## src/rtl/lcd_pkg.sv

```systemverilog
// Shared definitions for the character LCD digit driver.
//   - lcd_state_t : sequencer states (power-up wait, init, clear wait,
//                   address set, character write, idle)
//   - wr_phase_t  : phases of the 3-cycle byte write strobe
//   - HD44780 command bytes and the ASCII codes used for hex digits
//   - nib2ascii() : hex nibble to ASCII character
//   - init_cmd()  : init command byte by position in the init sequence
package lcd_pkg;

  typedef enum logic [2:0] {
    PWR_WAIT = 3'd0,
    INIT     = 3'd1,
    CLR_WAIT = 3'd2,
    SET_ADDR = 3'd3,
    WR_CHAR  = 3'd4,
    IDLE     = 3'd5
  } lcd_state_t;

  // PH_SETUP/PH_STROBE/PH_HOLD are the three visible phases of one byte:
  // bus set up with E low, E high, E low with bus held.
  typedef enum logic [1:0] {
    PH_IDLE   = 2'd0,
    PH_SETUP  = 2'd1,
    PH_STROBE = 2'd2,
    PH_HOLD   = 2'd3
  } wr_phase_t;

  localparam logic [7:0] FUNC_SET   = 8'h38;  // 8-bit bus, 2 lines, 5x8 font
  localparam logic [7:0] DISP_ON    = 8'h0C;  // display on, cursor off
  localparam logic [7:0] ENTRY_MODE = 8'h06;  // increment address, no shift
  localparam logic [7:0] CLEAR      = 8'h01;
  localparam logic [7:0] SET_DDRAM  = 8'h80;

  localparam logic [7:0] ZERO    = 8'h30;
  localparam logic [7:0] ALPHA_A = 8'h41;
  localparam logic [7:0] SPACE   = 8'h20;

  localparam int INIT_CMDS = 4;

  function automatic logic [7:0] nib2ascii(input logic [3:0] nib);
    if (nib < 4'd10) return ZERO + {4'h0, nib};
    else             return ALPHA_A + {4'h0, nib} - 8'd10;
  endfunction

  function automatic logic [7:0] init_cmd(input logic [1:0] idx);
    case (idx)
      2'd0:    return FUNC_SET;
      2'd1:    return DISP_ON;
      2'd2:    return ENTRY_MODE;
      default: return CLEAR;
    endcase
  endfunction

endpackage

```

## src/rtl/lcd_byte_writer.sv

```systemverilog
// Three-cycle LCD byte write: bus set up (E=0), strobe (E=1), hold (E=0).
// A start seen while idle or in the hold phase begins the next byte's
// setup phase on the following edge, so bytes can run back to back.
// Ports:
//   clk_1ms, reset      : clock, asynchronous active-high reset
//   start, rs, data_byte: request a write of data_byte with register select rs
//   done                : high during the hold phase (last cycle of a byte)
//   lcd_e, lcd_rs, lcd_db: registered LCD pins; rs/db hold between writes
module lcd_byte_writer
  import lcd_pkg::*;
(
  input  logic       clk_1ms,
  input  logic       reset,
  input  logic       start,
  input  logic       rs,
  input  logic [7:0] data_byte,
  output logic       done,
  output logic       lcd_e,
  output logic       lcd_rs,
  output logic [7:0] lcd_db
);

  wr_phase_t phase;

  // NOTE: registered state uses non-blocking (<=) so every flop sees the
  // values from before the edge, whatever order the statements run in.
  always_ff @(posedge clk_1ms or posedge reset) begin
    if (reset) begin
      phase  <= PH_IDLE;
      lcd_e  <= 1'b0;
      lcd_rs <= 1'b0;
      lcd_db <= 8'h00;
    end else begin
      case (phase)
        PH_IDLE, PH_HOLD: begin
          lcd_e <= 1'b0;
          if (start) begin
            phase  <= PH_SETUP;
            lcd_rs <= rs;
            lcd_db <= data_byte;
          end else begin
            phase  <= PH_IDLE;
          end
        end
        PH_SETUP: begin
          phase <= PH_STROBE;
          lcd_e <= 1'b1;
        end
        PH_STROBE: begin
          phase <= PH_HOLD;
          lcd_e <= 1'b0;
        end
        default: begin
          phase <= PH_IDLE;
          lcd_e <= 1'b0;
        end
      endcase
    end
  end

  assign done = (phase == PH_HOLD);

endmodule

```

## src/rtl/lcd_digit_driver.sv

```systemverilog
// HD44780-class character LCD driver showing DIGITS hex characters.
// Runs the power-up wait and init sequence, then writes one frame (DDRAM
// address + DIGITS characters) per accepted update. Updates arriving while
// a frame is in flight park in a single pending slot (newest wins) and are
// snapshotted into the active register only when the next frame starts.
// Ports:
//   clk_1ms, reset : 1 ms clock, asynchronous active-high reset
//   data           : packed nibbles, data[4*DIGITS-1 -: 4] is leftmost
//   data_valid     : update request, sampled every edge
//   lz_blank       : blank leading zeros (rightmost digit always shown)
//   busy           : high until the current frame has completed
//   frame_done     : one-cycle pulse after each frame's last character
//   E, RW, RS, DB  : LCD pins (RW tied low, write only)
module lcd_digit_driver
  import lcd_pkg::*;
#(
  parameter int         DIGITS        = 4,
  parameter logic [7:0] START_ADDR    = 8'h00,
  parameter int         INIT_WAIT_MS  = 20,
  parameter int         CLEAR_WAIT_MS = 2
) (
  input  logic                clk_1ms,
  input  logic                reset,
  input  logic [4*DIGITS-1:0] data,
  input  logic                data_valid,
  input  logic                lz_blank,
  output logic                busy,
  output logic                frame_done,
  output logic                E,
  output logic                RW,
  output logic                RS,
  output logic [7:0]          DB
);

  localparam int MAX_WAIT = (INIT_WAIT_MS > CLEAR_WAIT_MS) ? INIT_WAIT_MS : CLEAR_WAIT_MS;
  localparam int CNT_W    = $clog2(MAX_WAIT + 1);
  localparam int IDX_W    = 5;

  lcd_state_t          state, state_next;
  logic [CNT_W-1:0]    wait_cnt;
  logic [2:0]          cmd_cnt;
  logic [IDX_W-1:0]    char_cnt;
  logic [4*DIGITS-1:0] active_data, pend_data, snap_data;
  logic                pend_flag, pend_any;

  logic                wr_start, wr_rs, wr_done;
  logic [7:0]          wr_byte;
  logic                issue_addr, issue_char, frame_end;

  logic [3:0]          char_nib;
  logic                char_lead;
  logic [7:0]          char_byte;

  // A request in the current cycle counts as pending, which lets a request
  // coinciding with the last character's hold phase chain a new frame.
  assign pend_any  = pend_flag | data_valid;
  assign snap_data = data_valid ? data : pend_data;

  // Select the next character and flag whether every nibble up to and
  // including it is zero (candidate for leading-zero blanking).
  always_comb begin
    logic zero_run;
    zero_run  = 1'b1;
    char_nib  = 4'h0;
    char_lead = 1'b0;
    for (int i = 0; i < DIGITS; i++) begin
      zero_run = zero_run & (active_data[4*(DIGITS-1-i) +: 4] == 4'h0);
      if (char_cnt == IDX_W'(i)) begin
        char_nib  = active_data[4*(DIGITS-1-i) +: 4];
        char_lead = zero_run;
      end
    end
  end

  assign char_byte = (lz_blank && char_lead && (char_cnt != IDX_W'(DIGITS - 1)))
                   ? SPACE : nib2ascii(char_nib);

  // Each state issues the next byte in the same cycle the previous byte is
  // in its hold phase (or the wait expires), so bytes follow back to back.
  always_comb begin
    // NOTE: every signal driven here gets a default first so no latch is
    // inferred on paths that do not assign it.
    state_next = state;
    wr_start   = 1'b0;
    wr_rs      = 1'b0;
    wr_byte    = 8'h00;
    issue_addr = 1'b0;
    issue_char = 1'b0;
    frame_end  = 1'b0;

    case (state)
      PWR_WAIT: begin
        if (wait_cnt == CNT_W'(INIT_WAIT_MS)) begin
          wr_start   = 1'b1;
          wr_byte    = init_cmd(2'd0);
          state_next = INIT;
        end
      end
      INIT: begin
        if (wr_done) begin
          if (cmd_cnt == 3'(INIT_CMDS)) begin
            state_next = CLR_WAIT;
          end else begin
            wr_start = 1'b1;
            wr_byte  = init_cmd(cmd_cnt[1:0]);
          end
        end
      end
      CLR_WAIT: begin
        if (wait_cnt == CNT_W'(CLEAR_WAIT_MS)) issue_addr = 1'b1;
      end
      SET_ADDR: begin
        if (wr_done) begin
          issue_char = 1'b1;
          state_next = WR_CHAR;
        end
      end
      WR_CHAR: begin
        if (wr_done) begin
          if (char_cnt == IDX_W'(DIGITS)) begin
            frame_end = 1'b1;
            if (pend_any) issue_addr = 1'b1;
            else          state_next = IDLE;
          end else begin
            issue_char = 1'b1;
          end
        end
      end
      IDLE: begin
        if (data_valid) issue_addr = 1'b1;
      end
      default: state_next = PWR_WAIT;
    endcase

    if (issue_addr) begin
      wr_start   = 1'b1;
      wr_byte    = SET_DDRAM | START_ADDR;
      state_next = SET_ADDR;
    end
    if (issue_char) begin
      wr_start = 1'b1;
      wr_rs    = 1'b1;
      wr_byte  = char_byte;
    end
  end

  always_ff @(posedge clk_1ms or posedge reset) begin
    if (reset) begin
      state       <= PWR_WAIT;
      wait_cnt    <= '0;
      cmd_cnt     <= 3'd0;
      char_cnt    <= '0;
      active_data <= '0;
      pend_data   <= '0;
      pend_flag   <= 1'b0;
      busy        <= 1'b1;
      frame_done  <= 1'b0;
    end else begin
      state      <= state_next;
      frame_done <= frame_end;
      // Stays high through the frame_done cycle; drops one cycle later
      // unless a new request arrives.
      busy       <= (state != IDLE) || data_valid;

      if (state_next == CLR_WAIT && state != CLR_WAIT)
        wait_cnt <= CNT_W'(1);
      else if (state == PWR_WAIT || state == CLR_WAIT)
        wait_cnt <= wait_cnt + 1'b1;

      if (wr_start && (state == PWR_WAIT || state == INIT))
        cmd_cnt <= cmd_cnt + 3'd1;

      if (issue_addr)      char_cnt <= '0;
      else if (issue_char) char_cnt <= char_cnt + 1'b1;

      // Snapshot at frame start so a frame never mixes old and new data.
      if (issue_addr && pend_any) begin
        active_data <= snap_data;
        pend_flag   <= 1'b0;
      end else if (data_valid) begin
        pend_data <= data;
        pend_flag <= 1'b1;
      end
    end
  end

  lcd_byte_writer u_writer (
    .clk_1ms   (clk_1ms),
    .reset     (reset),
    .start     (wr_start),
    .rs        (wr_rs),
    .data_byte (wr_byte),
    .done      (wr_done),
    .lcd_e     (E),
    .lcd_rs    (RS),
    .lcd_db    (DB)
  );

  assign RW = 1'b0;

endmodule
```

## config.mk

```make
export PLATFORM = sky130hd
export DESIGN_NAME = lcd_digit_driver
export DESIGN_NICKNAME = d
export VERILOG_FILES = /design/src/rtl/lcd_pkg.sv /design/src/rtl/lcd_byte_writer.sv /design/src/rtl/lcd_digit_driver.sv
export SDC_FILE = /design/constraint.sdc
export NUM_CORES = 1
export LEC_CHECK = 0
export ABC_CLOCK_PERIOD_IN_PS = 2470
export BUFFER_PORTS_ARGS = -buffer_cell sky130_fd_sc_hd__buf_2
export CORE_ASPECT_RATIO = 0.9
export CORE_UTILIZATION = 25
export DETAILED_ROUTE_END_ITERATION = 10
export GPL_ROUTABILITY_DRIVEN = 0
export PLACE_DENSITY = 0.43
export SYNTH_ARGS = -nofsm -noshare
export SYNTH_HDL_FRONTEND = slang
export SYNTH_HIERARCHICAL = 1
export SYNTH_SLANG_ARGS = --single-unit
```

## constraint.sdc

```tcl
create_clock -name clk_1ms -period 2.47 [get_ports clk_1ms]
set_clock_uncertainty 0.15 [all_clocks]
set_input_delay 0 -clock clk_1ms [delete_from_list [all_inputs] [get_ports clk_1ms]]
set_output_delay 0 -clock clk_1ms [all_outputs]
set_load 0.03 [all_outputs]
```

## Yosys cells after proc, flatten, opt, wreduce, memory -nomap -nowiden

Index checks and enable logic that the tools add are counted.
Widths: inputs -> output; s select.

- Add/subtract/negate cells: 6
- $mul: 0
- Div/mod/pow operators: 0
- Order comparisons: 1
- Eq/ne operators: 21
- Shift-type cells: 0
- Multiplexer cells: 56
- Bitwise operators: 4
- Reductions and logical operators: 23

Operators by type and width:

| operator | number |
|---|---|
| $mux 8 | 4 |
| $mux 1 | 24 |
| $mux 3 | 8 |
| $mux 5 | 4 |
| $mux 6 | 3 |
| $pmux 6 s3 | 1 |
| $logic_not 4->1 | 4 |
| $mux 16 | 1 |
| $mux 4 | 4 |
| $eq 5x2->1 const B | 3 |
| $pmux 3 s5 | 1 |
| $pmux 6 s2 | 1 |
| $add 5x1->5 const B | 2 |
| $eq 3x2->1 const B | 3 |
| $eq 3x3->1 const B | 3 |
| $add 7x4->8 const A | 1 |
| $sub 8x4->8 const B | 1 |
| $add 6x4->7 const A | 1 |
| $eq 2x2->1 const B | 3 |
| $pmux 1 s2 | 3 |
| $pmux 2 s3 | 1 |
| $reduce_bool 2->1 | 3 |
| $eq 5x1->1 const B | 1 |
| $eq 5x3->1 const B | 1 |
| other kinds (19) | 30 |

- Flip-flop bits (word level): 63
- Latch bits: 0
- Bits in writable memories: 0
- ROM bits: 0
- Logic and storage cells: 124
- Memories: 0

## Depth between registers and ports, before layout

- Word-level depth: 10
- Mapped depth: 11
- Depth with buffers taken out: 10

## Cells and area by module

Netlist, hierarchy kept.

Modules (own cells, without submodules):

| module | times used | cells each | area an instance (um^2) | seq. area each (um^2) |
|---|---|---|---|---|
| lcd_digit_driver | 1 | 284 | 2991.6 | 1277.5 |
| lcd_byte_writer | 1 | 31 | 474.2 | 300.3 |

## Worst setup path after synthesis

OpenSTA, ideal clock, no wires.

- Kind: reg2reg
- Start: register char_cnt[1]
- End: register u_writer.lcd_db[4]
- Arrival: 2.251 ns
- Data required time: 2.195 ns
- Setup slack: -0.055 ns
- Cell stages (with the launch flop): 12
- Buffers on the path: 1
- Period minus slack after synthesis: 2.525 ns
- Path through: dfrtp_1 inv_1 ha_1 clkbuf_1 a211oi_1 a221oi_2 nand2_1 ha_1 nand3b_1 a21boi_0 o21ai_1 mux2_2

- Longest elaborated chain between the ends: 10
- Elaborated cells on any way between the ends: 33
- Those cells by class: add/sub: 3; order compare: 1; eq/ne: 5; mux: 20; reduce/logical: 4

RTL lines:

| what | RTL line | source |
|---|---|---|
| start, declared | lcd_digit_driver.sv:42 | `logic [IDX_W-1:0] char_cnt;` |
| start signal, assigned | lcd_digit_driver.sv:174 | `else if (issue_char) char_cnt <= char_cnt + 1'b1;` |
| $logic_not 5->1 | lcd_digit_driver.sv:68 | `if (char_cnt == IDX_W'(i)) begin` |
| $mux 4 (4 in series) | lcd_digit_driver.sv:68 |  |
| $add 7x4->8 | lcd_pkg.sv:42 | `else return ALPHA_A + {4'h0, nib} - 8'd10;` |
| $sub 8x4->8 | lcd_pkg.sv:42 |  |
| $mux 8 | lcd_pkg.sv:41 | `if (nib < 4'd10) return ZERO + {4'h0, nib};` |
| $mux 8 | lcd_digit_driver.sv:76 | `? SPACE : nib2ascii(char_nib);` |
| $mux 8 * | lcd_digit_driver.sv:140 | `if (issue_char) begin` |
| net wr_byte[4] | lcd_digit_driver.sv:47 | `logic [7:0] wr_byte;` |
| end signal, assigned | lcd_byte_writer.sv:40 | `lcd_db <= data_byte;` |
| end, declared | lcd_byte_writer.sv:20 | `output logic [7:0] lcd_db` |

The timed path passes the listed nets; every way through them passes the cells marked *.
A chain may end at the register's enable or synchronous reset.

## Worst setup path after layout

- Start: register char_cnt[0]
- End: register u_writer.lcd_db[4]

The elaborated chain is that of the path after synthesis.

==> results.py <==
metrics = {
    "drt": {
        "wl_um": 7683,
        "drc": 0,
        "detail-route-antenna-nets": 0,
        "drt-wirelength-per-cell_um": 13.41,
        "first_iter_violations": 88,
        "dr.pass1.iters": 4,
        "via_count": 2516,
        "via_per_inst": 4.391,
    },
    "pwr": {
        "power_density_nw_per_um2": 1237,
        "ir_drop_mv": 0.4161,
        "leakagePower_uw": 0.002136,
    },
    "synthesis": {
        "syn_area_per_cell_um2": 11.00,
        "synthArstFlopShare_pct": 100.0,
        "yosysUniqueCellTypes": 61,
        "yosysSeqAreaShare_pct": 45.52,
        "synth_top_area_share_pct": 44.77,
        "netlist_area_um2": 3466,
        "synth_nets": 351,
        "yosysWarnings": 6,
        "yosys.area.top_type": "dfrtp_1",
        "ys_top_cells_by_area": "dfrtp_1 45%, mux2_2 8.8%, ha_1 5.8%, mux2i_1 4.6%, a21oi_2 3.5%",
        "syn_inst": 315,
        "synth_edf_count": 0,
        "synthFlopType": "dfrtp_1",
        "synth-seq-cells": 63,
    },
    "sta": {
        "tightest_slew_ns": 0.5881,
        "setup_viol": 1,
        "fin_crit_ns": 2.480,
        "rsz0062_at_grt": "true",
        "holdWs_ns": 0.06794,
        "period_share_pct": 100.4,
        "fmax_mhz": 403.2,
        "slew_viol_final": 0,
        "setup_tns_ns": -0.01043,
        "hold_violations": 0,
        "postLayoutSetupSlackWorst_ns": -0.01043,
        "slew_headroom_pct": 60.80,
    },
    "setup_path": {
        "startpoint_type": "register",
        "crit_required_ns": 2.53,
        "cp_max_fo": 5,
        "r2r.worst_path.cells": 10,
        "critPathKind": "reg2reg",
        "end_kind": "register",
        "startpoint": "char_cnt[0]",
        "rr_startpoint": "char_cnt[0]",
        "crit_arrival_ns": 2.54,
    },
    "placement": {
        "io_buffers": 31,
        "dp_hpwl_um": 5524,
        "post_dp_cell_area_um2": 3963,
        "pre_cts_ws_ns": -0.1314,
    },
    "cts": {
        "clkLatencyLatePin_ns": 0.33,
        "clkSlewWorstSetupHoldPaths_ns": 0.05,
        "tritoncts": "done",
        "h-tree-depth": 3,
        "clock_path_buffers": 2,
        "clock-sinks": 63,
        "numCtsBuffers": 9,
        "clock-root-buffer": "clkbuf_16",
    },
    "cells_and_area": {
        "num_antenna_cells": 0,
        "stdcell_area_um2": 4664,
        "final_layout_size_suffix_gt1_share_pct": 39.75,
        "final.fill_count": 1368,
        "area_growth_pct": 34.58,
        "nNetsFinal": 436,
    },
    "grt": {
        "grt_pass1_vias": 2568,
        "grt_max_degree": 33,
        "antenna_found_initial": 0,
        "grt_overflow": 0,
        "grt_usage_pct": 11.68,
        "grt_pass1_wl_um": 13060,
    },
    "hold_path": {
        "hp-start": "data_valid",
        "min_path_type": "in2reg",
        "min_path_cells": 2,
    },
    "floorplan": {
        "dieArea_um2": 14340,
        "rows": 40,
        "die_y_um": 113.7,
        "io_pins": 33,
        "start_util_pct": 25.84,
        "core_um2": 13410,
        "die_x_um": 126.1,
    },
    "status": {
        "violations": "negative setup slack",
        "outcome": "finished, violations left",
    },
    "flow_run": {
        "cap_violations": 0,
    },
}
[power by group]
group / internal (uW) / switching, uW
logic: 1390 / 1410
registers: 1420 / 316
clock network: 781 / 463
total: 3590 / 2180
[path summary, 6_finish.rpt]
kind	slack [ns]	to
min in group asynchronous	0.09	cmd_cnt[1]
hold reg to reg	0.35	cmd_cnt[2]
setup / recovery	-0.01	u_writer/lcd_db[4]
max in group asynchronous	1.48	active_data[3]
setup reg to reg	-0.01	u_writer/lcd_db[4]
hold / removal	0.07	busy
[logic make-up (layout without fill, tap and decap cells)]
family                   count (synthesis)  after routing  synth area share [%]
AND/OR/NAND/NOR                         91             92                 14.91
flip-flops                              63             63                 45.52
AO/OA/AOI/OAI                           56             56                 12.60
multiplexers                            43             43                 13.39
buffers and inverters                   34            123                 4.909
adder cells (fa/ha/maj)                 16             16                 5.776
XOR/XNOR                                11             11                 2.780
other                                    1              1                0.1082
[worst max-delay path: stages, from the launching register on]
cell,delay [ns]
dfrtp_1,0.40
buf_6,0.15
ha_4,0.16
nand3b_1,0.18
a221oi_2,0.32
nand2_1,0.14
ha_2,0.20
nand3b_1,0.17
a21boi_2,0.15
o21ai_1,0.07
mux2_2,0.27
[layout make-up]
cell class	count	area [um2]	share of cell area, %
Clock buffer	11	232.7	4.989
Clock inverter	5	58.81	1.261
Inverter	19	71.32	1.529
Multi-Input combinational cell	219	1868	40.05
Sequential cell	63	1578	33.83
Tap cell	168	210.2	4.506
Timing Repair Buffer	88	645.6	13.84
[layer usage]
layer | part of all wire [%] | vias up | GRT usage [%]
li1 | - | 1278 | -
met1 | 49 | 1199 | 15.00
met2 | 47 | 31 | 19.01
met3 | 2.6 | 8 | 3.377
met4 | 1.2 | 0 | 3.614
met5 | 0 | - | 0
[synthesized netlist by cell type (all sizes together), types with 5 or more instances]
library cell,instances
a21oi,22
buf,14
dfrtp,62
ha,16
inv,19
mux2,27
mux2i,16
nand2,17
nand2b,5
nand3,9
nand3b,5
nor2,28
o21ai,11
xnor2,5
xor2,6
[registers in the layout, indices dropped and copies added (netlist names), 2 cells and up]
register	flops
u_writer/phase	2
cmd_cnt	3
pend_data	16
wait_cnt	5
active_data	16
state	3
u_writer/lcd_db	8
char_cnt	5
[repair_timing]
action                     CTS  global route
hold endpoints to repair    95             0
resized for setup           18            19
setup endpoints to repair    9            10
cloned                       1             0
pin swaps                    9            18
buffers inserted             7             5
hold buffers                17             0
[through the flow]
stage,utilization [%],std cells,power [uW]
floorplan,-,315,3334
detailed placement,29.54,528,4090
global route,34.78,573,6216
finish,34.78,573,5769
CTS,33.95,569,5644
global placement,29.54,528,4056
[cells in the final DEF, fill, tap and decap left out, types with 3 or more instances in the layout]
cell type / instances
dfrtp_1: 62
buf_4: 37
buf_2: 31
nor2_1: 28
mux2_2: 20
dlygate4sd3_1: 17
mux2i_1: 16
a21oi_2: 15
nand2_1: 15
inv_1: 14
ha_1: 11
clkbuf_16: 9
a21oi_1: 7
mux2_4: 7
xor2_1: 6
inv_2: 5
o21ai_1: 5
nand3_1: 5
nand3b_1: 5
nand2b_1: 5
xnor2_1: 5
nand3_2: 4
o21ai_0: 4
ha_4: 4
nor4_1: 3
nor2b_1: 3
and3_1: 3
No activity file was read; power rests on OpenSTA's default activity.
